$ cat src/rtl/gfx_mem_arbiter.sv
// rtl/gfx_mem_arbiter.sv - three-requester round-robin arbiter onto a single memory master bus
// One transaction in flight at a time; ack, error, timeout or owner abort all return to IDLE.
module gfx_mem_arbiter #(
    parameter int MDW     = 256,
    parameter int TIMEOUT = 1023
) (
    input  logic             clk_i,
    input  logic             rst_i,
    input  logic [2:0]       req_rd_i,
    input  logic [2:0]       req_wr_i,
    input  logic [95:0]      req_addr_i,
    input  logic [95:0]      req_sel_i,
    input  logic [3*MDW-1:0] req_dat_i,
    output logic [2:0]       req_ack_o,
    output logic [2:0]       req_err_o,
    output logic [MDW-1:0]   req_dat_o,
    output logic             m_cyc_o,
    output logic             m_stb_o,
    output logic             m_we_o,
    output logic [31:0]      m_adr_o,
    output logic [31:0]      m_sel_o,
    output logic [MDW-1:0]   m_dat_o,
    input  logic [MDW-1:0]   m_dat_i,
    input  logic             m_ack_i,
    input  logic             m_err_i,
    output logic [2:0]       grant_o,
    output logic             busy_o
);

    typedef enum logic {
        IDLE,
        BUSY
    } state_t;

    state_t           state_q, state_d;
    logic [2:0]       grant_q, grant_d;
    logic [1:0]       last_grant_q, last_grant_d;
    logic [15:0]      timer_q, timer_d;
    logic             m_we_q, m_we_d;
    logic [31:0]      m_adr_q, m_adr_d;
    logic [31:0]      m_sel_q, m_sel_d;
    logic [MDW-1:0]   m_dat_q, m_dat_d;

    logic [2:0]       req_any;
    logic [1:0]       pick;
    logic             is_busy;
    logic             owner_req;
    logic             timeout_hit;

    // Scan from the farthest offset back to the nearest so the first requester
    // after last_grant is the one left in pick.
    always_comb begin
        pick = 2'd0;
        for (int k = 2; k >= 0; k--) begin
            int idx;
            idx = (int'(last_grant_q) + 1 + k) % 3;
            if (req_any[idx]) begin
                pick = 2'(idx);
            end
        end
    end

    always_comb begin
        req_any     = req_rd_i | req_wr_i;
        is_busy     = (state_q == BUSY);
        owner_req   = |(req_any & grant_q);
        timeout_hit = (timer_q == 16'(TIMEOUT));

        state_d      = state_q;
        grant_d      = grant_q;
        last_grant_d = last_grant_q;
        timer_d      = timer_q;
        m_we_d       = m_we_q;
        m_adr_d      = m_adr_q;
        m_sel_d      = m_sel_q;
        m_dat_d      = m_dat_q;

        req_ack_o = (is_busy && m_ack_i) ? grant_q : 3'b000;
        // An owner that has already dropped its request is aborting, not failing.
        req_err_o = (is_busy && !m_ack_i && owner_req && (m_err_i || timeout_hit))
                    ? grant_q : 3'b000;

        case (state_q)
            IDLE: begin
                if (|req_any) begin
                    state_d      = BUSY;
                    grant_d      = 3'b001 << pick;
                    last_grant_d = pick;
                    timer_d      = 16'd0;
                    m_we_d       = req_wr_i[pick];
                    m_adr_d      = req_addr_i[32*pick +: 32];
                    m_sel_d      = req_sel_i[32*pick +: 32];
                    m_dat_d      = req_dat_i[MDW*pick +: MDW];
                end
            end
            BUSY: begin
                if (m_ack_i || m_err_i || timeout_hit || !owner_req) begin
                    state_d = IDLE;
                    grant_d = 3'b000;
                end else if (!timeout_hit) begin
                    timer_d = timer_q + 16'd1;
                end
            end
            default: begin
                state_d = IDLE;
                grant_d = 3'b000;
            end
        endcase
    end

    always_ff @(posedge clk_i or negedge rst_i) begin
        if (!rst_i) begin
            state_q      <= IDLE;
            grant_q      <= 3'b000;
            last_grant_q <= 2'd2;
            timer_q      <= 16'd0;
            m_we_q       <= 1'b0;
            m_adr_q      <= 32'd0;
            m_sel_q      <= 32'd0;
            m_dat_q      <= '0;
        end else begin
            state_q      <= state_d;
            grant_q      <= grant_d;
            last_grant_q <= last_grant_d;
            timer_q      <= timer_d;
            m_we_q       <= m_we_d;
            m_adr_q      <= m_adr_d;
            m_sel_q      <= m_sel_d;
            m_dat_q      <= m_dat_d;
        end
    end

    assign m_cyc_o   = is_busy;
    assign m_stb_o   = is_busy;
    assign busy_o    = is_busy;
    assign grant_o   = grant_q;
    assign m_we_o    = m_we_q;
    assign m_adr_o   = m_adr_q;
    assign m_sel_o   = m_sel_q;
    assign m_dat_o   = m_dat_q;
    assign req_dat_o = m_dat_i;

endmodule

$ cat config.mk
export PLATFORM = sky130hd
export DESIGN_NAME = gfx_mem_arbiter
export DESIGN_NICKNAME = d
export VERILOG_FILES = /design/src/rtl/gfx_mem_arbiter.sv
export SDC_FILE = /design/constraint.sdc
export NUM_CORES = 1
export LEC_CHECK = 0
export CORE_AREA = 2 2 698 700
export DETAILED_ROUTE_END_ITERATION = 10
export DIE_AREA = 0 0 700 702
export MAX_ROUTING_LAYER = met4
export PLACE_DENSITY_LB_ADDON = 0.05
export SLEW_MARGIN = 40
export SYNTH_ARGS = -nofsm -noshare
export SYNTH_HDL_FRONTEND = slang
export SYNTH_SLANG_ARGS = --single-unit
$ cat constraint.sdc
create_clock -name clk_i -period 6.9 [get_ports clk_i]
set_clock_uncertainty 0.05 [all_clocks]
set_input_delay 1.035 -clock clk_i [delete_from_list [all_inputs] [get_ports clk_i]]
set_output_delay 1.035 -clock clk_i [all_outputs]
set_load 0.02 [all_outputs]
# --- After elaboration in Yosys (flattened, before gate mapping) ---
# Cells that the tools add are included.
classes:
  n_lt_le_gt_ge: 4
  n_mux: 26
  add_sub_neg: 4
  n_reduce_logical: 15
  shift: 4
  n_eq_ne: 5
  n_div: 3
  bitwise: 3
ops:
  columns: ["op", "count"]
  rows:
  - ["$shiftx 768x11->256", 1]
  - ["$shiftx 96x8->32", 2]
  - ["$lt 32x4->1 const B", 3]
  - ["$mod 32x3->32 const B", 3]
  - ["$mux 16", 3]
  - ["$add 32x2->32 const B", 1]
  - ["$add 32x3->32 const B", 1]
  - ["$pmux 16 s2", 1]
  - ["$add 16x1->16 const B", 1]
  - ["$eq 16x10->1 const B", 1]
  - ["$mux 3", 4]
  - ["$mux 1", 9]
  - ["$bmux 1 s2", 4]
  - ["$mux 2", 3]
  - ["$ne 2x2->1 const B", 3]
  - ["$pmux 3 s2", 1]
  - ["$reduce_or 3->1", 2]
  - ["$logic_and 1x1->1", 4]
  - ["$logic_or 1x1->1", 4]
  - ["$reduce_and 2->1", 2]
  - ["$add 2x1->3 const B", 1]
  - ["$and 3x3->3", 1]
  - ["$lt 2x3->1 const B", 1]
  - ["$or 3x3->3", 1]
  - ["6 further kinds", 7]
word_totals:
  reg_bits: 343
  input_bits: 1226
  out_inout_bits: 589
  word_cells: 72

# --- Logic depth before layout (Yosys ltp) ---
depth:
  ltp_word: 12
  mapped_depth: 10
  mapped_depth_nobuf: 7

# --- Worst setup path after synthesis ---
# Ideal clock, no wire load.
synth_path:
  path_type: "input to output"
  from: "in req_rd_i[0]"
  to: "out req_err_o[0]"
  required_ns: 5.815
  path_slack_ns: 3.684
  path_buffers: 0
  path_stages: 4
  arrival_time_ns: 2.131
  cell_sequence: "o21ai_0 a311oi_2 nor2b_1 and2_1"
synth_via:
  elab_chain_cells: 6
synth_rtl:
  columns: ["item", "line_no", "text"]
  rows:
  - ["from (decl)", "9", "input logic [2:0] req_rd_i,"]
  - ["$or 3x3->3", "64", "req_any = req_rd_i | req_wr_i;"]
  - ["$and 3x3->3", "66", "owner_req = |(req_any & grant_q);"]
  - ["$reduce_or 3->1", "66", null]
  - ["$logic_and 1x1->1 (2 in series)", "80", "req_err_o = (is_busy && !m_ack_i && owner_req && (m_err_i || timeout_hit))"]
  - ["$mux 3", "81", "? grant_q : 3'b000;"]
  - ["to (decl)", "15", "output logic [2:0] req_err_o,"]
# Every way passes these cells.

# --- Worst setup path after layout ---
layout_path:
  from: "in req_wr_i[1]"
  to: "out req_err_o[1]"
layout_via:
  elab_chain_cells: 6
layout_rtl:
  columns: ["item", "line_no", "text"]
  rows:
  - ["from (decl)", "10", "input logic [2:0] req_wr_i,"]
  - ["$or 3x3->3", "64", null]
  - ["$and 3x3->3", "66", null]
  - ["$reduce_or 3->1", "66", null]
  - ["$logic_and 1x1->1 (2 in series)", "80", null]
  - ["$mux 3", "81", null]
# Every way passes these cells.

==> metrics.csv <==
stage,metric,value,unit
status,outcome,finished clean,
clocking,holdBufCountCts,0,
detailed_routing,drt_wl_total,326500,um
clocking,post_cts_buffers,0,
floorplan,die_w,700,um
sta,rsz0062_at_grt,false,
worst_setup_path,crit_path_start_kind,input pin,
logic_synthesis,synth_top_cells_by_area,"dfrtp_1 (39%), a221o_1 (15%), a211oi_1 (11%)",
worst_setup_path,crit_path_end_kind,primary output,
sta,fmax,211.8,MHz
floorplan,die_area,491400,um2
logic_synthesis,ys_ff_latch,343,
logic_synthesis,synth-compound-area-share,26.81,%
final_layout,instances_no_fill,9757,
logic_synthesis,synth_xor_area_share,0.3197,%
power,power_density,467.8,nW/um2
logic_synthesis,syn_area_per_cell,9.349,um2
global_routing,grt_pass1_vias,28409,
final_layout,drive_gt1_share,6.343,%
final_layout,areaGrowthSynthToFinish,97.97,%
detailed_routing,ant_nets,0,
worst_setup_path,cp.arrival,3.64,ns
clocking,clock_sinks,343,
global_routing,antenna_found_initial,214,
clocking,cts_tree,done,
floorplan,die_y,702,um
logic_synthesis,yosysTopAreaCell,dfrtp_1,
global_routing,grt_start_max_net_pins,110,
clocking,numCtsBuffers,77,
logic_synthesis,yosys-top-cells-count,"dfrtp_1 (342), nand3_1 (337), nand4_1 (326)",
placed_design,dpl-instance-area,40900,um2
clocking,clk_latency,0.81,ns
logic_synthesis,synth_warnings,0,
sta,setup_ws,2.180,ns
global_routing,grt.overflow.total,0,
logic_synthesis,yosys.cell_count.top_type,dfrtp_1,
final_layout,fin_util,8.958,%
global_routing,grt_use_total,13.11,%
floorplan,core-area,484300,um2
sta,hold_viol,0,
run,cap_violations,0,
worst_setup_path,critPathRequiredTime,5.81,ns
final_layout,design_area,43380,um2
global_routing,grt_pass1_wl,397600,um
placed_design,place_congestion,0.7584,
clocking,clockRootBuffer,clkbuf_16,
power,leakagePower,13.51,nW
logic_synthesis,synth_adder_area_share,0.2284,%
logic_synthesis,synth-seq-area-share,39.17,%
detailed_routing,first_iter_violations,1554,
logic_synthesis,syn-cell-area,21910,um2
final_layout,final_nets,4462,
logic_synthesis,synth_nets,3574,
clocking,clockBufferDepth,4,
sta,period_share,68.41,%
placed_design,pre_cts_slack,2.055,ns
logic_synthesis,synth_async_sr_flop_share,100.0,%
clocking,clk_pin_slew,0.06,ns
worst_setup_path,critPathMaxFanout,10,
detailed_routing,wl_per_cell,33.46,um
sta,slew_headroom,43.98,%
detailed_routing,viasPerCell,2.759,
placed_design,portBuffers,1302,
clocking,cts_resized,0,
logic_synthesis,synth_flop_cell,dfrtp_1,
logic_synthesis,muxShareOfSynthArea,0.1370,%
floorplan,std_cell_rows,256,
detailed_routing,vias,26917,
logic_synthesis,synth_cell_types,48,
floorplan,ioPinCount,1815,
min_path,holdCritPathClass,input pin to asynchronous set/reset pin,
floorplan,initial_core_util,4.525,%
logic_synthesis,synth_simple_gate_area_share,18.50,%
logic_synthesis,synth_top_family_by_area,compound AO/OA/AOI/OAI gates,
clocking,h-tree-depth,3,
logic_synthesis,synth_cells,2344,
power,max-vdd-ir-drop,0.2420,mV
logic_synthesis,synth_top_area_share,39.05,%
sta,maxSlewViolCount,0,
detailed_routing,drt_pass1_iterations,5,
worst_setup_path,worstSetupPathType,input pin to primary output,
sta,tns,0,ns
sta,period_needed,4.720,ns
placed_design,dp_hpwl,257300,um
logic_synthesis,synth_edf_count,0,
detailed_routing,drc,0,
sta,tightest_slew,0.8404,ns
sta,setup_viol,0,
placed_design,dp_cells,9600,
==> final timing paths <==
kind                            startpoint           end  slack, ns  cells after the start
min reg2reg                   m_dat_o[133]  m_dat_o[133]       0.46                      1
max reg2reg                last_grant_q[1]  m_dat_o[118]       2.85                      8
min                                  rst_i  m_dat_o[228]       0.13                      1
max in group asynchronous            rst_i   m_dat_o[43]       5.10                      3
min in group clk_i            m_dat_o[133]  m_dat_o[133]       0.46                      1
max                            req_wr_i[1]  req_err_o[1]       2.18                      6
==> per-layer routing <==
metal	track usage [%]	vias to the layer above	routed length, um
li1	-	11112	-
met1	12.35	13514	110000
met2	24.88	1525	176700
met3	3.964	766	23510
met4	4.877	0	16250
met5	-	-	0
==> worst max-delay path, stage by stage <==
cell and delay [ns]:
clkdlybuf4s50_1 0.66, o21ai_0 0.26, a311oi_4 0.62, nor2b_1 0.30, and2_1 0.15, clkdlybuf4s50_1 0.61
==> where the power goes <==
| group | internal (mW) | switching [mW] | total, mW |
|---|---|---|---|
| registers | 2.96 | 0.820 | 3.78 |
| logic | 4.46 | 8.19 | 12.7 |
| clock network | 2.26 | 1.60 | 3.86 |
==> cell type report <==
| class | instances | area (um2) |
|---|---|---|
| repair buffers | 1392 | 14150 |
| clock inverters | 4 | 52.55 |
| inverters | 3 | 11.26 |
| flip-flops and latches | 343 | 8584 |
| well taps | 6450 | 8070 |
| multi-input cells | 1415 | 10180 |
| clock buffers | 122 | 2268 |
| diodes | 28 | 70.07 |
| fillers | 56266 | 440900 |
==> state kept, by name, indices dropped and copies added (netlist names) <==
name,count
m_dat_o,256
m_adr_o,32
m_sel_o,32
timer_q,16
grant_o,3
last_grant_q,2
busy_o,1
m_we_o,1
==> layout by cell type (no fill, tap or decap), types with 2 or more instances in the layout <==
cell type,instances
a221o_1,321
buf_6,3
inv_1,3
xor2_1,8
buf_16,4
diode_2,28
nand2b_1,3
nand3_1,337
buf_2,3
mux2i_1,3
or2_4,2
a211oi_1,316
dfrtp_1,342
nand2_1,14
and3_1,8
a21oi_1,2
clkbuf_1,30
ha_1,4
nor2_1,14
nor3_1,3
and2_1,7
nor4_1,4
inv_6,2
o21ai_0,9
o211ai_1,2
clkdlybuf4s50_1,1297
clkbuf_16,79
nand4_1,326
a32o_1,2
clkbuf_8,13
a211oi_2,5
buf_12,29
buf_4,55
==> per-stage QoR <==
step	power (mW)	hold WS, ns
2_1_floorplan	9.623	0.4420
3_3_place_gp	17.09	0.4460
3_5_place_dp	17.05	0.4475
4_1_cts	21.28	0.02378
5_1_grt	21.74	0.05109
6_report	20.29	0.1258
==> kinds of logic (layout without fill, tap and decap cells) <==
kind of cell,Yosys count,after routing
mux,3,3
other cells,0,28
simple gates,726,726
fa+ha+maj,4,4
compound gates,674,674
buf+inv,586,1521
flops,343,343
xor+xnor,8,8
Note: power is estimated with default switching activity, not from simulation.
==> edit, RTL diff (same flow settings) <==
Make the reset (`rst_i`) synchronous in one clocked block.
--- a/src/rtl/gfx_mem_arbiter.sv
+++ b/src/rtl/gfx_mem_arbiter.sv
@@ -108,7 +108,7 @@
         endcase
     end
 
-    always_ff @(posedge clk_i or negedge rst_i) begin
+    always_ff @(posedge clk_i) begin
         if (!rst_i) begin
             state_q      <= IDLE;
             grant_q      <= 3'b000;
Function: not settled (the Yosys comparison gave no result); the edit may change what the design does.
==> edit against the unedited design <==
Maximum frequency increased by 2.7%; cell count rose by 6.9%; global-route usage decreased by 1.8 points; routed wire length decreased by 14%; final area down 0.90%; setup slack improved by 0.12 ns; sequential cell count stayed put; register-to-register slack improved by 0.06 ns; first-iteration DRC count shrank 13%; area after synthesis down 3.2%; critical path type unchanged.
Power is not compared: it rests on default switching activity, and its combinational part moved more than twofold at a synthesized area within 25%.
==> edit: results (changes against the unedited design) <==
- Gr usage total: 11.27% (-1.8 points)
- Layout Utilization: 8.878% (-0.080 points)
- Slew @ Worst Pin: 0.9951 ns (+0.1548 ns)
- Hpwl dp: 216500 um (-16%)
- DP Area: 40310 um2 (-1.4%)
- Top FF cell, synth: dfxtp_1
- Vias per Instance: 2.651 (-3.9%)
- Num CTS Buffers: 76 (-1.3%)
- Vias in the first global route: 29140 (+2.6%)
- Netlist cell types: 45 (-6.3%)
- Register area share after synthesis: 32.36% (-6.8 points)
- DR vias: 27660 (+2.8%)
- Wire length on met2: 145300 um (-18%)
- Placed cells: 10210 (+6.4%)
- Status: finished clean
- Synthesized net count: 4175 (+17%)
- Clock Latency Late Sink: 0.78 ns (-0.03 ns)
- Most instantiated cells after synthesis: o21ai_0 (623), a21oi_1 (592), dfxtp_1 (343)
- Wire length per cell: 27.02 um (-19%)
- GP Congestion: 0.7454 (-1.7%)
- Syn Inst Count: 2945 (+26%)
- Share of post-route cells with drive strength above 1: 5.269% (-1.1 points)
- WL met1: 96190 um (-13%)
- Initial antenna violation count: 237 (+11%)
- First-pass GRT wire length: 350500 um (-12%)
[edit: final cells by class]
| cell class | count | area, um2 | share of cell area [%] |
|---|---|---|---|
| repair buffers | 1392 | 14190 | 33.01 |
| multi-input cells | 2014 | 11230 | 26.12 |
| well taps | 6450 | 8070 | 18.77 |
| flip-flops and latches | 343 | 6867 | 15.97 |
| clock buffers | 118 | 2252 | 5.238 |
| diodes | 91 | 227.7 | 0.5296 |
| clock inverters | 6 | 91.34 | 0.2124 |
| inverters | 18 | 67.56 | 0.1571 |
[edit: where the power goes]
part           total [W]  switching (W)  internal [W]
sequential       0.00261       0.000249       0.00236
combinational    0.00569        0.00351       0.00218
clock            0.00386        0.00157       0.00229
total             0.0122        0.00533       0.00683
[edit: final timing paths]
check,from,endpoint,slack [ns],cells past startpoint
worst max-delay path,req_wr_i[2],req_err_o[1],2.30,6
worst min-delay path,m_sel_o[10],m_sel_o[10],0.42,2
worst max register to register,last_grant_q[0],m_dat_o[229],2.91,8
worst min register to register,m_sel_o[10],m_sel_o[10],0.42,2
[edit: stage by stage]
| step | hold WS [ns] | worst slack (ns) | total power (W) |
|---|---|---|---|
| final | 0.4204 | 2.303 | 0.01216 |
| after global routing | 0.4555 | 2.098 | 0.01299 |
| after CTS | 0.4299 | 2.112 | 0.01277 |
| after detailed placement | 0.4054 | 1.995 | 0.008605 |
| after global placement | 0.4090 | 2.006 | 0.008653 |
| after floorplan | 0.4167 | 3.923 | 0.005294 |
[edit: critical path, delay by kind of cell]
| family | cells | cell delay (ns) |
|---|---|---|
| simple gates | 2 | 0.72 |
| buf+inv | 2 | 1.22 |
| compound gates | 2 | 0.52 |
[edit: logic make-up after synthesis]
family          after synthesis  synth area share, %
compound gates             1552                40.95
buf+inv                     588                15.21
simple gates                432                10.07
flops                       343                32.36
mux                          16               0.7548
xor+xnor                     10               0.4128
fa+ha+maj                     4               0.2359
[edit: routing by layer]
layer | global-route usage [%] | up-vias
met2 | 20.40 | 1346
met5 | - | -
met3 | 4.209 | 646
met1 | 10.66 | 13370
met4 | 4.864 | 0
li1 | - | 12300
